[src/rtl/mcc_run_pkg.sv]
// Shared types and constants for the run controller: FSM encoding and timestamp width.
package mcc_run_pkg;

  localparam int TS_W = 16;

  typedef enum logic [1:0] {
    ST_IDLE       = 2'd0,
    ST_RESET_HOLD = 2'd1,
    ST_RUN        = 2'd2,
    ST_DONE       = 2'd3
  } run_state_t;

  // Down-counter load value for a phase lasting n cycles (n >= 1).
  function automatic logic [31:0] tmr_load(input int n);
    return 32'(n - 1);
  endfunction

endpackage

[src/rtl/mcc_run_ctrl_if.sv]
// Handshake/data bundle between the run controller and its environment.
interface mcc_run_ctrl_if
  import mcc_run_pkg::*;
#(
  parameter int DATA_W = 24
);
  logic              start;
  logic [DATA_W-1:0] programOutput;
  logic              coreReset;
  logic              running;
  logic              done;
  logic [31:0]       cycleCount;
  logic [DATA_W-1:0] capData;
  logic [TS_W-1:0]   capTime;
  logic              capValid;
  logic              capReady;
  logic              capOverflow;

  modport slave (
    input  start, programOutput, capReady,
    output coreReset, running, done, cycleCount,
           capData, capTime, capValid, capOverflow
  );

  modport master (
    output start, programOutput, capReady,
    input  coreReset, running, done, cycleCount,
           capData, capTime, capValid, capOverflow
  );
endinterface

[src/rtl/mcc_cap_fifo.sv]
// Capture FIFO with a registered head entry, so the output only moves on a pop
// or on a push into an empty FIFO. A push while full succeeds only alongside a pop.
module mcc_cap_fifo #(
  parameter int WIDTH = 24,
  parameter int DEPTH = 8
) (
  input  logic             clk,
  input  logic             rst_n,
  input  logic             i_flush,
  input  logic             i_push,
  input  logic             i_pop,
  input  logic [WIDTH-1:0] i_din,
  output logic [WIDTH-1:0] o_dout,
  output logic             o_full,
  output logic             o_empty
);
  localparam int PW = $clog2(DEPTH);

  logic [WIDTH-1:0] r_mem [DEPTH];
  logic [PW-1:0]    r_wr_ptr;
  logic [PW-1:0]    r_rd_ptr;
  logic [PW:0]      r_count;
  logic [WIDTH-1:0] r_head;

  logic             w_do_pop;
  logic             w_do_push;
  logic [PW-1:0]    w_rd_next;

  assign o_empty   = (r_count == '0);
  assign o_full    = (r_count == (PW+1)'(DEPTH));
  assign w_do_pop  = i_pop && !o_empty && !i_flush;
  assign w_do_push = i_push && (!o_full || w_do_pop) && !i_flush;
  assign w_rd_next = r_rd_ptr + 1'b1;
  assign o_dout    = r_head;

  always_ff @(posedge clk) begin
    if (w_do_push) r_mem[r_wr_ptr] <= i_din;
  end

  always_ff @(posedge clk or negedge rst_n) begin
    if (!rst_n) begin
      r_wr_ptr <= '0;
      r_rd_ptr <= '0;
      r_count  <= '0;
      r_head   <= '0;
    end else if (i_flush) begin
      r_wr_ptr <= '0;
      r_rd_ptr <= '0;
      r_count  <= '0;
    end else begin
      if (w_do_push) r_wr_ptr <= r_wr_ptr + 1'b1;
      if (w_do_pop)  r_rd_ptr <= w_rd_next;
      case ({w_do_push, w_do_pop})
        2'b10:   r_count <= r_count + 1'b1;
        2'b01:   r_count <= r_count - 1'b1;
        default: r_count <= r_count;
      endcase
      // With one entry left, the next head can only come from a same-cycle push.
      if (w_do_pop) begin
        if (r_count != (PW+1)'(1)) r_head <= r_mem[w_rd_next];
        else if (w_do_push)        r_head <= i_din;
      end else if (w_do_push && o_empty) begin
        r_head <= i_din;
      end
    end
  end

endmodule

[src/rtl/mcc_run_ctrl.sv]
// Reset/run sequencer for a controlled core, capturing changes of its output bus into a FIFO.
// Optional macro MCC_RUN_CTRL_TIMESTAMP_EN stores cycleCount[15:0] with each capture.
//
//   state       | meaning
//   ------------+---------------------------------------------------------
//   IDLE        | core held in reset, waiting for start
//   RESET_HOLD  | core held in reset for RESET_CYCLES, FIFO/counters cleared
//   RUN         | core released, cycles counted, output changes captured
//   DONE        | core keeps running, counting and capture stopped
module mcc_run_ctrl
  import mcc_run_pkg::*;
#(
  parameter int DATA_W       = 24,
  parameter int RESET_CYCLES = 4,
  parameter int RUN_CYCLES   = 401,
  parameter int FIFO_DEPTH   = 8
) (
  input  logic          mainClock,
  input  logic          reset,
  mcc_run_ctrl_if.slave bus
);

`ifdef MCC_RUN_CTRL_TIMESTAMP_EN
  localparam int FIFO_W = DATA_W + TS_W;
`else
  localparam int FIFO_W = DATA_W;
`endif

  run_state_t        r_state;
  logic [31:0]       r_tmr;
  logic [31:0]       r_cycle_cnt;
  logic [DATA_W-1:0] r_last;
  logic              r_overflow;
  logic              r_core_reset;
  logic              r_running;
  logic              r_done;

  logic              w_push;
  logic              w_pop;
  logic              w_flush;
  logic              w_full;
  logic              w_empty;
  logic [FIFO_W-1:0] w_fifo_din;
  logic [FIFO_W-1:0] w_fifo_dout;

  assign w_push  = (r_state == ST_RUN) && (bus.programOutput != r_last);
  assign w_pop   = bus.capReady && !w_empty;
  assign w_flush = bus.start && ((r_state == ST_IDLE) || (r_state == ST_DONE));

  always_ff @(posedge mainClock or negedge reset) begin
    if (!reset) begin
      r_state      <= ST_IDLE;
      r_tmr        <= '0;
      r_cycle_cnt  <= '0;
      r_last       <= '0;
      r_overflow   <= 1'b0;
      r_core_reset <= 1'b1;
      r_running    <= 1'b0;
      r_done       <= 1'b0;
    end else begin
      case (r_state)
        ST_IDLE, ST_DONE: begin
          if (bus.start) begin
            r_state      <= ST_RESET_HOLD;
            r_tmr        <= tmr_load(RESET_CYCLES);
            r_cycle_cnt  <= '0;
            r_last       <= '0;
            r_overflow   <= 1'b0;
            r_core_reset <= 1'b1;
            r_running    <= 1'b0;
            r_done       <= 1'b0;
          end
        end
        ST_RESET_HOLD: begin
          if (r_tmr == '0) begin
            r_state      <= ST_RUN;
            r_tmr        <= tmr_load(RUN_CYCLES);
            r_core_reset <= 1'b0;
            r_running    <= 1'b1;
          end else begin
            r_tmr <= r_tmr - 32'd1;
          end
        end
        ST_RUN: begin
          r_cycle_cnt <= r_cycle_cnt + 32'd1;
          // The last-value register tracks the bus even when the push is dropped.
          if (w_push) r_last <= bus.programOutput;
          if (w_push && w_full && !w_pop) r_overflow <= 1'b1;
          if (r_tmr == '0) begin
            r_state   <= ST_DONE;
            r_running <= 1'b0;
            r_done    <= 1'b1;
          end else begin
            r_tmr <= r_tmr - 32'd1;
          end
        end
        default: r_state <= ST_IDLE;
      endcase
    end
  end

`ifdef MCC_RUN_CTRL_TIMESTAMP_EN
  assign w_fifo_din  = {r_cycle_cnt[TS_W-1:0], bus.programOutput};
  assign bus.capTime = w_fifo_dout[FIFO_W-1:DATA_W];
`else
  assign w_fifo_din  = bus.programOutput;
  assign bus.capTime = '0;
`endif

  mcc_cap_fifo #(
    .WIDTH (FIFO_W),
    .DEPTH (FIFO_DEPTH)
  ) u_fifo (
    .clk     (mainClock),
    .rst_n   (reset),
    .i_flush (w_flush),
    .i_push  (w_push),
    .i_pop   (bus.capReady),
    .i_din   (w_fifo_din),
    .o_dout  (w_fifo_dout),
    .o_full  (w_full),
    .o_empty (w_empty)
  );

  assign bus.coreReset   = r_core_reset;
  assign bus.running     = r_running;
  assign bus.done        = r_done;
  assign bus.cycleCount  = r_cycle_cnt;
  assign bus.capData     = w_fifo_dout[DATA_W-1:0];
  assign bus.capValid    = !w_empty;
  assign bus.capOverflow = r_overflow;

endmodule

[src/flat_wrapper.sv]
// flat-port wrapper written by rule: the top's interface ports become plain ports
module mcc_run_ctrl_flat import mcc_run_pkg::*;
#(
  parameter int DATA_W       = 24,
  parameter int RESET_CYCLES = 4,
  parameter int RUN_CYCLES   = 401,
  parameter int FIFO_DEPTH   = 8
)
  (mainClock, reset, bus_start, bus_programOutput, bus_capReady, bus_coreReset, bus_running, bus_done, bus_cycleCount, bus_capData, bus_capTime, bus_capValid, bus_capOverflow);
  mcc_run_ctrl_if #(.DATA_W(DATA_W)) bus_i ();
  input  logic mainClock;
  input  logic reset;
  input wire logic [$bits(bus_i.start)-1:0] bus_start;
  input wire logic [$bits(bus_i.programOutput)-1:0] bus_programOutput;
  input wire logic [$bits(bus_i.capReady)-1:0] bus_capReady;
  output wire logic [$bits(bus_i.coreReset)-1:0] bus_coreReset;
  output wire logic [$bits(bus_i.running)-1:0] bus_running;
  output wire logic [$bits(bus_i.done)-1:0] bus_done;
  output wire logic [$bits(bus_i.cycleCount)-1:0] bus_cycleCount;
  output wire logic [$bits(bus_i.capData)-1:0] bus_capData;
  output wire logic [$bits(bus_i.capTime)-1:0] bus_capTime;
  output wire logic [$bits(bus_i.capValid)-1:0] bus_capValid;
  output wire logic [$bits(bus_i.capOverflow)-1:0] bus_capOverflow;
  assign bus_i.start = bus_start;
  assign bus_i.programOutput = bus_programOutput;
  assign bus_i.capReady = bus_capReady;
  assign bus_coreReset = bus_i.coreReset;
  assign bus_running = bus_i.running;
  assign bus_done = bus_i.done;
  assign bus_cycleCount = bus_i.cycleCount;
  assign bus_capData = bus_i.capData;
  assign bus_capTime = bus_i.capTime;
  assign bus_capValid = bus_i.capValid;
  assign bus_capOverflow = bus_i.capOverflow;
  mcc_run_ctrl #(.DATA_W(DATA_W), .RESET_CYCLES(RESET_CYCLES), .RUN_CYCLES(RUN_CYCLES), .FIFO_DEPTH(FIFO_DEPTH)) u_core (.mainClock(mainClock), .reset(reset), .bus(bus_i));
endmodule
[config.mk]
export PLATFORM = sky130hd
export DESIGN_NAME = mcc_run_ctrl_flat
export DESIGN_NICKNAME = d
export VERILOG_FILES = /design/src/rtl/mcc_run_pkg.sv /design/src/rtl/mcc_run_ctrl_if.sv /design/src/rtl/mcc_cap_fifo.sv /design/src/rtl/mcc_run_ctrl.sv /design/src/flat_wrapper.sv
export SDC_FILE = /design/constraint.sdc
export NUM_CORES = 1
export LEC_CHECK = 0
export CAP_MARGIN = 5
export CORE_UTILIZATION = 37
export DETAILED_ROUTE_END_ITERATION = 8
export GPL_TIMING_DRIVEN = 0
export MAX_ROUTING_LAYER = met4
export PLACE_DENSITY = 0.62
export SLEW_MARGIN = 20
export SYNTH_ARGS = -nofsm -noshare
export SYNTH_HDL_FRONTEND = slang
export SYNTH_SLANG_ARGS = --single-unit
[constraint.sdc]
create_clock -name mainClock -period 8.3 [get_ports mainClock]
set_input_delay 2.075 -clock mainClock [delete_from_list [all_inputs] [get_ports mainClock]]
set_output_delay 2.075 -clock mainClock [all_outputs]
set_load 0.01 [all_outputs]
==> flow_summary.ini, run 1 <==
[worst_setup_path]
critPathMostFrequentCell = buf_4
worstReg2RegStart = u_core.r_state[0]
cp.arrival_ns = 5.28
rr_worst_depth = 9
cp-end-kind = flop
cp_cell_sequence = clkdlybuf4s50_1, xor2_1, nor4_1, and4_1, a21oi_1, nand2_1, nor3b_2, buf_4, buf_4
r2r_end = u_core.u_fifo.r_mem[3][10]
r2r_setup_slack_ns = 4.67
critPathBufInv = 3
cp.required_ns = 8.52
setup.worst_path.class = input port to flop
slowest_delay_ns = 0.75
cp_max_fo = 11
critPathLaunchType = input port
slowest_stage = clkdlybuf4s50_1
critPathTopFamily = simple AND/OR/NAND/NOR gates

[flow_run]
drv_cap = 0

[placement]
place_ws_ns = 2.65
dp_hpwl_mm = 23.0
gp_routability_congestion = 0.847
io_buffers = 87

[logic_synthesis]
ys.flop_type = edfxtp_1
synth_cells = 1047
synth_top_family_by_area = multiplexers
synth_seq_cells = 320
postSynthAreaPerCell_um2 = 13.6
synth.yosys.seq_area_share_pct = 63.0
synth-xor-area-share_pct = 4.18
synth_adder_area_share_pct = 0.967
synth_compound_area_share_pct = 6.56
synthSimpleGateAreaFrac_pct = 10.3
synth_cell_types = 63
synth_edf_count = 192
synth_warnings = 0
synth_mux_area_share_pct = 11.4
synth.cell_area_um2 = 14200
async_flop_share_pct = 40.0

[timing]
period_share_pct = 61.0
setup_ws_ns = 3.24
hold_viol_final = 0
clock_skew_ns = 0.0205
slew_viol_final = 0
max-slew-margin-rel_pct = 36.7
worst_pin_slew_ns = 0.950
fmax_mhz = 198
fin_setup_tns_ns = 0
fin_crit_ns = 5.06
rsz0062_at_grt = no
setup_viol = 0

[power_and_ir_drop]
ir_drop_v = 0.000160
design_power_total_mw = 5.44
p_per_area_nw_per_um2 = 316
static-leakage-power_nw = 6.47

[hold_path]
hold_depth = 1
hold_class = flop to flop
min_to = u_core.u_fifo.o_dout[10]
min_from = u_core.u_fifo.o_dout[10]

[clock_network]
cts_tree = built
htree_num_levels = 2
path_clk_slew_ns = 0.06
cts_buffer_depth = 3
ctsHoldBuffers = 0
clock_sinks = 320
clk_latency_ns = 0.52
cts_root_buf = clkbuf_16
post_cts_resized = 0
cts_made_buffers = 36
cts_setup_buffers = 0

[die]
coreArea_um2 = 37800
dieArea_um2 = 39300
start_util_pct = 37.7
pin_count = 105
die_h_um = 198
die_x_um = 198
fp-row-count = 71

[route]
dr.pass1.iters = 5
finalWirelength_mm = 33.8
vias = 9097
viasPerCell = 5.18
drtIter0Drc = 706
drcViolationCount = 0
wl_per_cell_um = 19.3
ant_nets = 0

[global_routing]
grt-ovfl-total = 0
antenna_found_initial = 0
grt_max_degree = 78
grt_pass1_wl_mm = 52.4
grt_use_total_pct = 18.0
grt_pass1_vias = 9130

[finish]
final_common_cell = edfxtp_1
area_growth_pct = 21.0
layout_common_cells = 192 x edfxtp_1, 127 x dfrtp_1, 89 x nor2_1
drive_gt1_share_pct = 17.1
nFillCells = 3384
nets = 1257
antenna_cells = 0

[outcome]
status = complete, no violations
==> worst max-delay path by stage <==
stage,depth (start not counted),end,from
after global placement,6,u_core.u_fifo.r_mem[2][14],bus_programOutput[6]
after floorplan,5,u_core.u_fifo.r_mem[2][0],bus_start
final,9,u_core.u_fifo.r_mem[3][10],bus_programOutput[14]
after detailed placement,10,u_core.u_fifo.r_mem[0][15],bus_programOutput[6]
after global routing,10,u_core.u_fifo.r_mem[0][22],bus_programOutput[6]
after CTS,10,u_core.u_fifo.r_mem[0][22],bus_programOutput[6]
==> state kept, by name, summed over array words and instances, names as in the netlist <==
signal and cells:
u_core.r_state 2, u_core.bus.capOverflow 1, u_core.u_fifo.r_count 4, u_core.bus.running 1, u_core.u_fifo.r_wr_ptr 3, u_core.r_last 24, u_core.bus.cycleCount 32, u_core.bus.done 1
u_core.u_fifo.r_mem 192, u_core.r_tmr 32, u_core.bus.coreReset 1, u_core.u_fifo.r_rd_ptr 3, u_core.u_fifo.o_dout 24
==> layout make-up <==
type | instances | area, um^2 | area share [%]
repair buffers | 118 | 1130 | 6.56
clock inverters | 16 | 141 | 0.821
inverters | 39 | 146 | 0.850
clock buffers | 48 | 976 | 5.67
plain buffers | 68 | 354 | 2.06
well taps | 511 | 639 | 3.71
multi-input cells | 635 | 4860 | 28.2
flip-flops and latches | 320 | 8970 | 52.1
==> metal layers <==
metal | global-route usage, % | up-vias | part of all wire (%)
met5 | - | - | 0
met4 | 4.22 | 0 | 1.9
met3 | 3.41 | 52 | 5.7
met2 | 29.1 | 249 | 48
met1 | 23.4 | 4576 | 44
li1 | - | 4220 | -
==> stage by stage <==
step | hold slack [ns] | cells | util [%] | area (um^2)
after floorplan | 0.477 | 1062 | - | 14300
after global placement | 0.475 | 1660 | 41.8 | 15800
after detailed placement | 0.493 | 1691 | 42.7 | 16100
after CTS | 0.506 | 1755 | 45.6 | 17200
after global routing | 0.519 | 1755 | 45.6 | 17200
final | 0.503 | 1755 | 45.6 | 17200
==> worst reg2reg max path, delay by kind of cell (launching register included) <==
kind                       cells  cell delay [ns]
adders and majority gates      1             0.30
AOI/OAI and AO/OA              1             0.35
buffers and inverters          4             1.11
DFF                            1             0.41
and+or+nand+nor                3             1.17
==> report_power, final <==
group / switching, mW / internal, mW
clock: 0.623 / 0.891
combinational: 0.884 / 0.835
sequential: 0.129 / 2.08
==> synthesized netlist by cell type (5+ instances only) <==
cell / number / area share, %
xor2_1: 31 / 1.9
or3_1: 22 / 0.97
nor2_1: 90 / 2.4
dfrtp_1: 127 / 22
buf_2: 13 / 0.46
mux2_2: 25 / 2.0
a31oi_1: 5 / 0.22
nor4_1: 13 / 0.57
xnor2_1: 37 / 2.3
nand4_1: 14 / 0.62
nor3_1: 21 / 0.74
and3_1: 8 / 0.35
a21oi_1: 69 / 2.4
or4_1: 6 / 0.32
a211oi_1: 10 / 0.53
buf_4: 18 / 0.95
buf_1: 7 / 0.18
mux2i_1: 25 / 1.8
ha_1: 11 / 0.97
nand2_1: 36 / 0.95
and4_1: 6 / 0.37
edfxtp_1: 192 / 41
inv_1: 39 / 1.0
o21ai_0: 43 / 1.5
mux4_2: 48 / 7.6
clkbuf_1: 28 / 0.74
nand3_1: 42 / 1.5
==> kinds of logic (layout without fill, tap and decap cells) <==
family | Yosys count | count (layout)
AOI/OAI and AO/OA | 159 | 159
xor gates and xnor gates | 68 | 68
adders and majority gates | 11 | 11
buffers and inverters | 107 | 289
DFF | 320 | 320
muxes | 99 | 99
other | 1 | 16
and+or+nand+nor | 282 | 282
No activity file was read; power rests on OpenSTA's default activity.
==> run 2: changes to the inputs <==
--- a/config.mk
+++ b/config.mk
@@ -10,7 +10,7 @@
 export DETAILED_ROUTE_END_ITERATION = 8
 export GPL_TIMING_DRIVEN = 0
 export MAX_ROUTING_LAYER = met4
-export PLACE_DENSITY = 0.62
+export PLACE_DENSITY = 0.64
 export SLEW_MARGIN = 20
 export SYNTH_ARGS = -nofsm -noshare
 export SYNTH_HDL_FRONTEND = slang
==> constraint.sdc (replaced) <==
create_clock -name mainClock -period 4.1 [get_ports mainClock]
set_input_delay 1.025 -clock mainClock [delete_from_list [all_inputs] [get_ports mainClock]]
set_output_delay 1.025 -clock mainClock [all_outputs]
set_load 0.01 [all_outputs]
==> flow_summary.ini, run 2 (synthesized netlist as in run 1, its figures left out) <==
[timing]
rsz0062_at_grt = no
slew_viol_final = 0
max-slew-margin-rel_pct = 36.6
fmax_mhz = 261
clock_skew_ns = 0.0180
hold_slack_ns = 0.395
period_share_pct = 93.4
fin_crit_ns = 3.83
worst_pin_slew_ns = 0.948
setup_viol = 0
setup_ws_ns = 0.272
hold_viol_final = 0
fin_setup_tns_ns = 0

[placement]
dp_hpwl_mm = 22.3
place_ws_ns = -0.380
io_buffers = 87
gp_routability_congestion = 0.804

[clock_network]
clock_sinks = 320
cts_setup_buffers = 0
cts_buffer_depth = 3
cts_tree = built
path_clk_slew_ns = 0.06
ctsHoldBuffers = 0
clk_latency_ns = 0.52
htree_num_levels = 2
cts_root_buf = clkbuf_16
cts_made_buffers = 35

[finish]
nFillCells = 3412
seq_area_um2 = 8970
antenna_cells = 0
drive_gt1_share_pct = 16.2
multi_input_area_um2 = 4910
largest_register_ffs = 192
layout_common_cells = 192 x edfxtp_1, 127 x dfrtp_1, 89 x nor2_1
area_growth_pct = 21.2
nets = 1243
largest_register = u_core.u_fifo.r_mem
final_common_cell = edfxtp_1

[die]
die_h_um = 198
pin_count = 105
dieArea_um2 = 39300
die_x_um = 198
coreArea_um2 = 37800
fp-row-count = 71
start_util_pct = 37.7

[route]
vias = 9034
viasPerCell = 5.19
dr.pass1.iters = 6
ant_nets = 0
finalWirelength_mm = 32.9
drcViolationCount = 0
drtIter0Drc = 623
wl_per_cell_um = 18.9

[worst_setup_path]
cp.required_ns = 4.37
critPathTopFamily = simple AND/OR/NAND/NOR gates
cp-end-kind = flop
slowest_stage = o21ai_2
r2r_setup_slack_ns = 0.78
critPathCapture = u_core.u_fifo.r_mem[6][9]
cp.arrival_ns = 4.10
cp.depth = 8
cp-startpoint = bus_programOutput[6]
setup.worst_path.class = input port to flop
critPathBufInv = 3
rr_worst_depth = 8
slowest_delay_ns = 0.71
critPathLaunchType = input port
worstReg2RegStart = u_core.r_state[0]
r2r_end = u_core.u_fifo.r_mem[3][19]
cp_max_fo = 11
cp_cell_sequence = clkdlybuf4s50_1, xor2_1, nor4_1, nand4_1, o21ai_2, nor3_2, buf_6, buf_4

[power_and_ir_drop]
combPwrFrac_pct = 31.4
seqPwrFrac_pct = 40.7
static-leakage-power_nw = 6.42
p_per_area_nw_per_um2 = 640
swShare_pct = 29.9
cell_internal_pwr_mw = 7.73
ir_drop_v = 0.000388
p_sw_mw = 3.30
p_clk_share_pct = 27.9

[flow_run]
drv_cap = 0

[global_routing]
grt_pass1_wl_mm = 51.7
grt_pass1_vias = 8905
grt-ovfl-total = 0
antenna_found_initial = 0
grt_max_degree = 89
grt_use_total_pct = 17.7

[outcome]
status = complete, no violations

[hold_path]
hold_class = input port to async pin
## run 2: cell count changes in the layout (fill, tap and decap cells not counted), sizes merged
| cell | before | now |
|---|---|---|
| clkinvlp | 0 | 1 |
| clkbuf | 76 | 74 |
| clkinv | 13 | 12 |
| inv | 40 | 41 |
| bufinv | 2 | 3 |
| buf | 72 | 58 |
## run 2: layout make-up
class	count	area share [%]
sequential	320	52.0
multi-input combinational	635	28.5
timing repair buffer	105	6.42
clock buffer	45	5.42
tap	511	3.71
buffer	68	2.06
clock inverter	18	1.05
inverter	39	0.849
## run 2: per-layer routing
| metal | part of all wire [%] | track usage [%] | vias to the layer above | wire (um) |
|---|---|---|---|---|
| li1 | - | - | 4198 | - |
| met3 | 5.5 | 3.10 | 42 | 1820 |
| met1 | 44 | 23.9 | 4528 | 14600 |
| met4 | 1.4 | 3.99 | 0 | 470 |
| met5 | 0 | - | - | 0 |
| met2 | 49 | 27.8 | 266 | 16000 |
## run 2: power groups by stage
stage | sequential (mW) | clock, mW | combinational (mW)
floorplan | 4.56 | 0 | 2.12
detailed placement | 4.55 | 0 | 3.52
global placement | 4.55 | 0 | 3.24
CTS | 4.49 | 3.17 | 3.53
global route | 4.56 | 3.30 | 3.78
finish | 4.49 | 3.08 | 3.47
## run 2: worst register-to-register path, delay by kind of cell, from the launching register on
family          cells  cell delay, ns
simple gates        3            1.20
compound gates      1            0.36
fa+ha+maj           1            0.26
buf+inv             3            0.80
flops               1            0.41
## run 2: through the flow
| step | instances | cell area (um^2) | total power, mW | util, % |
|---|---|---|---|---|
| 2_1_floorplan | 1062 | 14300 | 6.68 | - |
| 3_3_place_gp | 1660 | 15800 | 7.79 | 41.9 |
| 3_5_place_dp | 1678 | 16100 | 8.07 | 42.7 |
| 4_1_cts | 1741 | 17200 | 11.2 | 45.7 |
| 5_1_grt | 1741 | 17200 | 11.6 | 45.7 |
| 6_report | 1741 | 17200 | 11.0 | 45.7 |
## run 2: worst min-delay path by stage
stage                                            to  slack [ns]  depth (start not counted)
final                     u_core.bus.cycleCount[15]        0.40                          1
after global routing      u_core.bus.cycleCount[11]        0.41                          1
after CTS                 u_core.bus.cycleCount[12]        0.40                          1
after detailed placement   u_core.u_fifo.o_dout[12]        0.49                          1
after global placement     u_core.u_fifo.o_dout[12]        0.47                          1
after floorplan                    u_core.r_tmr[26]        0.48                          1
## run 2: timing repair
action,in CTS,in global routing
endpoints found under the setup margin,0,6
gates resized for setup,0,1
endpoints found under the hold margin,0,0
==> run 3: changes to the inputs <==
--- a/config.mk
+++ b/config.mk
@@ -9,8 +9,8 @@
 export CORE_UTILIZATION = 37
 export DETAILED_ROUTE_END_ITERATION = 8
 export GPL_TIMING_DRIVEN = 0
-export MAX_ROUTING_LAYER = met4
 export PLACE_DENSITY = 0.64
+export SETUP_SLACK_MARGIN = 0.05
 export SLEW_MARGIN = 20
 export SYNTH_ARGS = -nofsm -noshare
 export SYNTH_HDL_FRONTEND = slang
==> flow_summary.ini, run 3 (synthesized netlist as in run 1, its figures left out) <==
[die]
start_util_pct = 37.7
pin_count = 105
die_h_um = 198
coreArea_um2 = 37800
dieArea_um2 = 39300
die_x_um = 198
fp-row-count = 71

[power_and_ir_drop]
static-leakage-power_nw = 6.42
swShare_pct = 30.0
ir_drop_v = 0.000387
p_clk_share_pct = 27.9
seqPwrFrac_pct = 40.6
cell_internal_pwr_mw = 7.74
design_power_total_mw = 11.1
combPwrFrac_pct = 31.5
p_sw_mw = 3.32
p_per_area_nw_per_um2 = 641

[outcome]
status = complete, no violations

[route]
wl_per_cell_um = 18.9
drtIter0Drc = 591
finalWirelength_mm = 33.0
vias = 8969
dr.pass1.iters = 6
ant_nets = 0
viasPerCell = 5.15
drcViolationCount = 0

[clock_network]
cts_setup_buffers = 0
clock_sinks = 320
cts_root_buf = clkbuf_16
clk_latency_ns = 0.52
cts_tree = built
cts_buffer_depth = 3
htree_num_levels = 2
cts_made_buffers = 35
path_clk_slew_ns = 0.06

[timing]
fin_crit_ns = 3.83
setup_viol = 0
max-slew-margin-rel_pct = 37.6
hold_slack_ns = 0.397
rsz0062_at_grt = no
period_share_pct = 93.4
worst_pin_slew_ns = 0.932
fmax_mhz = 261
clock_skew_ns = 0.0182
slew_viol_final = 0
hold_viol_final = 0

[finish]
utilization_pct = 45.7
largest_register = u_core.u_fifo.r_mem
antenna_cells = 0
largest_register_ffs = 192
final_common_cell = edfxtp_1
seq_area_um2 = 8970
area_growth_pct = 21.2
fin_cells = 1741
multi_input_area_um2 = 4910
nets = 1243
layout_common_cells = 192 x edfxtp_1, 127 x dfrtp_1, 89 x nor2_1
nFillCells = 3412
drive_gt1_share_pct = 16.2

[worst_setup_path]
cp_cell_sequence = clkdlybuf4s50_1, xor2_1, nor4_1, and4_1, a21oi_1, nand2_1, nor3b_4, buf_6
slowest_stage = clkdlybuf4s50_1
cp_max_fo = 11
rr_worst_depth = 8
worstReg2RegStart = u_core.r_state[0]
cp-startpoint = bus_programOutput[7]
critPathLaunchType = input port
r2r_end = u_core.u_fifo.r_mem[3][19]
r2r_setup_slack_ns = 0.76
cp.required_ns = 4.31
cp.arrival_ns = 4.04
slowest_delay_ns = 0.80
critPathBufInv = 2
critPathTopFamily = simple AND/OR/NAND/NOR gates
setup.worst_path.class = input port to flop
cp-end-kind = flop

[global_routing]
antenna_found_initial = 0
grt-ovfl-total = 0
grt_pass1_vias = 8902
grt_max_degree = 89
grt_pass1_wl_mm = 51.7
grt_use_total_pct = 17.2

[placement]
dp_hpwl_mm = 22.3
io_buffers = 87
gp_routability_congestion = 0.792
dp.cells = 1678

[flow_run]
drv_cap = 0

[hold_path]
hold_class = input port to async pin
## run 3: cell counts in the layout (fill, tap and decap cells not counted)
No cell type changed its count.
## run 3: per-stage QoR
| stage | setup WS, ns | TNS [ns] | cell area (um^2) |
|---|---|---|---|
| 6_report | 0.272 | 0 | 17200 |
| 5_1_grt | 0.0878 | 0 | 17200 |
| 4_1_cts | 0.133 | 0 | 17200 |
| 3_5_place_dp | -0.380 | -18.25 | 16100 |
| 3_3_place_gp | -3.73 | -809.01 | 15800 |
| 2_1_floorplan | 0.109 | 0 | 14300 |
## run 3: cell type report
class,count,area share (%)
well taps,511,3.71
inverters,39,0.849
clock inverters,18,1.05
multi-input cells,635,28.5
flip-flops and latches,320,52.0
clock buffers,45,5.42
repair buffers,105,6.42
plain buffers,68,2.06
## run 3: how the worst max path moves through the flow
stage	depth (start not counted)	end	slack, ns
after floorplan	6	u_core.u_fifo.r_mem[1][0]	0.11
after global placement	1	u_core.u_fifo.o_dout[16]	-3.73
after detailed placement	9	u_core.u_fifo.r_mem[1][13]	-0.38
after CTS	9	u_core.u_fifo.r_mem[1][13]	0.13
after global routing	8	u_core.u_fifo.r_mem[6][6]	0.09
final	8	u_core.u_fifo.r_mem[3][19]	0.27
## run 3: power by group through the flow
stage | registers [mW] | clock network (mW) | logic, mW
final | 4.49 | 3.08 | 3.48
after global routing | 4.56 | 3.30 | 3.78
after CTS | 4.49 | 3.17 | 3.53
after detailed placement | 4.55 | 0 | 3.52
after global placement | 4.55 | 0 | 3.24
after floorplan | 4.56 | 0 | 2.12
## run 3: metal layers
| metal | part of all wire [%] | vias to the layer above | GRT usage [%] |
|---|---|---|---|
| li1 | - | 4191 | - |
| met1 | 45 | 4516 | 23.8 |
| met2 | 48 | 221 | 27.9 |
| met3 | 5.3 | 41 | 3.20 |
| met4 | 1.5 | 0 | 3.99 |
| met5 | 0 | - | 0 |
## run 3: repair_timing
action                                  4_1_cts  5_1_grt
gates resized for setup                       0        1
hold buffers                                  0        0
endpoints found under the setup margin        0        6
==> RTL change 1 (config.mk and constraints of run 3) <==
`DATA_W` is set to 24 in 3 places; all go to 12.
--- a/src/rtl/mcc_run_ctrl_if.sv
+++ b/src/rtl/mcc_run_ctrl_if.sv
@@ -2,7 +2,7 @@
 interface mcc_run_ctrl_if
   import mcc_run_pkg::*;
 #(
-  parameter int DATA_W = 24
+  parameter int DATA_W = 12
 );
   logic              start;
   logic [DATA_W-1:0] programOutput;
--- a/src/rtl/mcc_run_ctrl.sv
+++ b/src/rtl/mcc_run_ctrl.sv
@@ -10,7 +10,7 @@
 module mcc_run_ctrl
   import mcc_run_pkg::*;
 #(
-  parameter int DATA_W       = 24,
+  parameter int DATA_W       = 12,
   parameter int RESET_CYCLES = 4,
   parameter int RUN_CYCLES   = 401,
   parameter int FIFO_DEPTH   = 8
--- a/src/flat_wrapper.sv
+++ b/src/flat_wrapper.sv
@@ -1,7 +1,7 @@
 // flat-port wrapper written by rule: the top's interface ports become plain ports
 module mcc_run_ctrl_flat import mcc_run_pkg::*;
 #(
-  parameter int DATA_W       = 24,
+  parameter int DATA_W       = 12,
   parameter int RESET_CYCLES = 4,
   parameter int RUN_CYCLES   = 401,
   parameter int FIFO_DEPTH   = 8
Interface: changed (resized bus_capData and bus_programOutput); port bits go from 105 to 81. No check against the original RTL was run, so the function may have changed too.
==> RTL change 1 against run 3 <==
  * Design area down 34%
  * Cell count shrank 29%
  * Clock skew is 7.2 ps lower
  * Wire length down 36%
  * Critical path type is now flop to flop
  * Worst setup slack improved by 33 ps
  * Largest cell class unchanged
  * Highest routed layer unchanged
  * Critical endpoint is now u_core.u_fifo.r_mem[6][10]$_DFFE_PP_
  * Synthesized area is 32% lower
  * Largest power group is now combinational logic
  * Total power down 31%
  * Sequential cell count fell by 120
==> RTL change 1: results (changes against run 3) <==
Post-Synth Adder-Cell Area 0.0143 (was 0.00967); Critical Path Fanout Max 12 (was 11); synth cell count leaders 103 x dfrtp_1, 96 x edfxtp_1, 54 x nor2_1 (was 192 x edfxtp_1, 127 x dfrtp_1, 90 x nor2_1); post-synthesis async set-or-reset flop share 0.520 (was 0.400); First-pass DRT Iterations 5 (was 6); Hold Crit Class flop to flop (was input pin to async pin); ys flop type dfrtp_1 (was edfxtp_1); fraction of area in registers 0.482 (was 0.520); post-route insts no fill 1230 (was 1741); max cap viols 0 (unchanged); clock buffer count 19 (was 45); Skew-Pair Late Insertion Delay 440 ps (was 520 ps); initial drt markers 391 (was 591); cts repair resizes 0 (unchanged); Reg2Reg Setup Slack 310 ps (was 760 ps); routability cong. 0.761 (was 0.792); Hold WS 502 ps (was 397 ps); Total GRT Usage 0.167 (was 0.172); Signal inverters 28 (was 39); # clock sinks 200 (was 320); FF-to-FF Start u_core.u_fifo.r_count[1]$_DFFE_PN0P_ (was u_core.r_state[0]$_DFFE_PN0P_); DR vias 6566 (was 8969); Synth area leaders edfxtp_1 30%, dfrtp_1 27%, mux4_2 5.6% (was edfxtp_1 41%, dfrtp_1 22%, mux4_2 7.6%); sequential fraction of the synthesis area 0.570 (was 0.630); max reg flops 96 (was 192); Fillers 2271 (was 3412); clk cell area share 0.0500 (was 0.0647); buffering overhead 0.0858 (was 0.0848); Setup Skew 11.1 ps (was 18.2 ps); CP Data Arrival Time 3860 ps (was 4040 ps); multiplexer share of the synthesized area 0.103 (was 0.114); crit path to u_core.u_fifo.r_mem[6][10]$_DFFE_PP_ (was u_core.u_fifo.r_mem[3][19]$_DFFE_PP_); XOR/XNOR Fraction of Synth Area 0.0364 (was 0.0418); Signal buffers 120 (was 173); port bufs 63 (was 87); library cells used by synthesis 61 (was 63); LEAKAGE 0.00419 uW (was 0.00642 uW); fraction of area in multi-input gates 0.337 (was 0.285); vias in the first global route 6478 (was 8902); Cells after Synth 787 (was 1047); slowest stage delay, CP 760 ps (was 800 ps); post-DP HPWL 14300 um (was 22300 um); CTS Buf Count 17 (was 35); multi-input gates 520 (was 635); maximum VDD drop 0.311 mV (was 0.387 mV); status finished clean (unchanged); Synth Area in Compound Gates 0.0845 (was 0.0656); final wirelength 21100 um (was 33000 um); clk buf depth 2 (was 3); Slew @ Worst Pin 983 ps (was 932 ps); Post-synth EDFFs 96 (was 192); crit path max-delay cell type or4b_2 (was clkdlybuf4s50_1); worst reg2reg path depth 9 (was 8); first-pass GRT wire length 34500 um (was 51700 um); H-tree depth 4 (was 2); layout cells sized above 1 0.164 (was 0.162); Final #Nets 914 (was 1243)
-- RTL change 1: metal layers --
metal | wire length (um) | GRT usage
met5 | 0 | 0
met4 | 149 | 0.0344
met2 | 10100 | 0.273
met1 | 9920 | 0.226
met3 | 908 | 0.0383
-- RTL change 1: cell families (layout without fill, tap and decap cells) --
logic type                 after synthesis  count (layout)
and+or+nand+nor                        263             263
buffers and inverters                   82             180
xor gates and xnor gates                40              40
other                                    1              16
muxes                                   67              67
adders and majority gates               11              11
AOI/OAI and AO/OA                      123             123
DFF                                    200             200
-- RTL change 1: through the flow --
step | total power, uW | worst slack (ps) | area [sq um]
floorplan | 5060 | 430 | 9690
global placement | 5890 | -2420 | 10700
detailed placement | 5990 | -264 | 10800
CTS | 7640 | 206 | 11400
global route | 8100 | 50.5 | 11400
finish | 7610 | 305 | 11400
-- RTL change 1: power breakdown --
group / switching (uW) / internal (uW)
combinational: 1840 / 1430
sequential: 248 / 2440
clock: 801 / 858
==> RTL change 2 (settings of run 3) <==
Without the edit above. Compare `r_count` against `(PW+1)'(DEPTH)` with >= in place of ==.
--- a/src/rtl/mcc_cap_fifo.sv
+++ b/src/rtl/mcc_cap_fifo.sv
@@ -27,7 +27,7 @@
   logic [PW-1:0]    w_rd_next;
 
   assign o_empty   = (r_count == '0);
-  assign o_full    = (r_count == (PW+1)'(DEPTH));
+  assign o_full    = (r_count >= (PW+1)'(DEPTH));
   assign w_do_pop  = i_pop && !o_empty && !i_flush;
   assign w_do_push = i_push && (!o_full || w_do_pop) && !i_flush;
   assign w_rd_next = r_rd_ptr + 1'b1;
Check against the original RTL: same outputs for any inputs over 10 cycles, from zero or initial values and one cycle with reset low; that may be too few to reach the edited logic, so the function may still have changed.
==> RTL change 2 against run 3 <==
  * Design area shrank 1.1%
  * Largest power group is now combinational logic
  * Cell count shrank 3.2%
  * Non-clock buffer count shrank 8
  * Wire length shrank 3.8%
  * Worst setup slack lost 30 ps
  * Sequential cell count is the same
  * Total power grew 13%
  * Synthesized area shrank 0.86%
  * Critical endpoint is now u_core.u_fifo.r_mem[1][16]$_DFFE_PP_
==> RTL change 2: results (changes against run 3) <==
Signal inverters 18 (was 39); First-pass DRT Iterations 5 (was 6); Synth Area in Compound Gates 0.0732 (was 0.0656); clock buffer count 48 (was 45); Layout area overhead 20.9% (was 21.2%); sequential fraction of the synthesis area 0.636 (was 0.630); DR top layer met5 (was met4); Synth area leaders edfxtp_1 41%, dfrtp_1 23%, mux4_2 7.7% (was edfxtp_1 41%, dfrtp_1 22%, mux4_2 7.6%); clk cell area share 0.0661 (was 0.0647); initial drt markers 556 (was 591); wire length per cell 18.8 um (was 18.9 um); met3 track demand over resource 0.0309 (was 0.0320); Fillers 3390 (was 3412); CP Data Arrival Time 4070 ps (was 4040 ps); placed cells 1620 (was 1678); multiplexer share of the synthesized area 0.0981 (was 0.114); vias in the first global route 8930 (was 8902); DR vias 8731 (was 8969); buffering overhead 0.0812 (was 0.0848); post-DP HPWL 21300 um (was 22300 um); Final #Nets 1188 (was 1243); post-route insts no fill 1686 (was 1741); Setup Skew 20.5 ps (was 18.2 ps); status finished clean (unchanged); layout cells sized above 1 0.167 (was 0.162); largest net degree at the start of global routing 70 (was 89); fraction of area in registers 0.526 (was 0.520); Cell Area, Placed 0.0159 sq mm (was 0.0161 sq mm); multi-input gates 609 (was 635); top cell family by delay on the critical path buffers and inverters (was simple AND/OR/NAND/NOR gates); Post-Synth Adder-Cell Area 0.00975 (was 0.00967); met1 WL 14500 um (was 14800 um); Multi-input gate area 0.00487 sq mm (was 0.00491 sq mm); ANT cells 0 (unchanged); initial antenna violation count 1 (was 0); XOR/XNOR Fraction of Synth Area 0.0434 (was 0.0418); M2 GR Usage 0.271 (was 0.279); library cells used by synthesis 68 (was 63); LEAKAGE 0.00641 uW (was 0.00642 uW); met3 wire length 1660 um (was 1760 um); slowest stage delay, CP 780 ps (was 800 ps); pre-CTS WS -370 ps (was -380 ps); port bufs 87 (unchanged); Total GRT Usage 0.167 (was 0.172); maximum VDD drop 0.359 mV (was 0.387 mV); average size of a mapped cell 14.2 sq um (was 13.6 sq um); metal2 WL 15100 um (was 15900 um); met1 Resource Use GR 0.233 (was 0.238); routability cong. 0.811 (was 0.792); Worst slew margin 0.374 (was 0.376); cts repair resizes 0 (unchanged)
==> RTL change 2: report_power, final <==
part,leakage (uW),switching [uW],internal (uW),total [uW]
combinational,0.00246,2860,2130,4990
sequential,0.00340,379,3990,4370
clock,0.000553,1270,1840,3100
==> RTL change 2: final timing paths <==
check / end / slack, ps / depth (start not counted) / startpoint
max in group asynchronous: u_core.u_fifo.o_dout[12]$_DFFE_PN0P_ / 2910 / 2 / reset
min in group mainClock: u_core.bus.done$_DFFE_PN0P_ / 500 / 2 / u_core.bus.done$_DFFE_PN0P_
worst max-delay path: u_core.u_fifo.r_mem[1][16]$_DFFE_PP_ / 240 / 8 / bus_programOutput[3]
worst min-delay path: u_core.u_fifo.o_dout[0]$_DFFE_PN0P_ / 480 / 1 / reset
worst max register to register: u_core.u_fifo.r_mem[1][16]$_DFFE_PP_ / 500 / 10 / u_core.u_fifo.r_count[0]$_DFFE_PN0P_
worst min register to register: u_core.bus.done$_DFFE_PN0P_ / 500 / 2 / u_core.bus.done$_DFFE_PN0P_
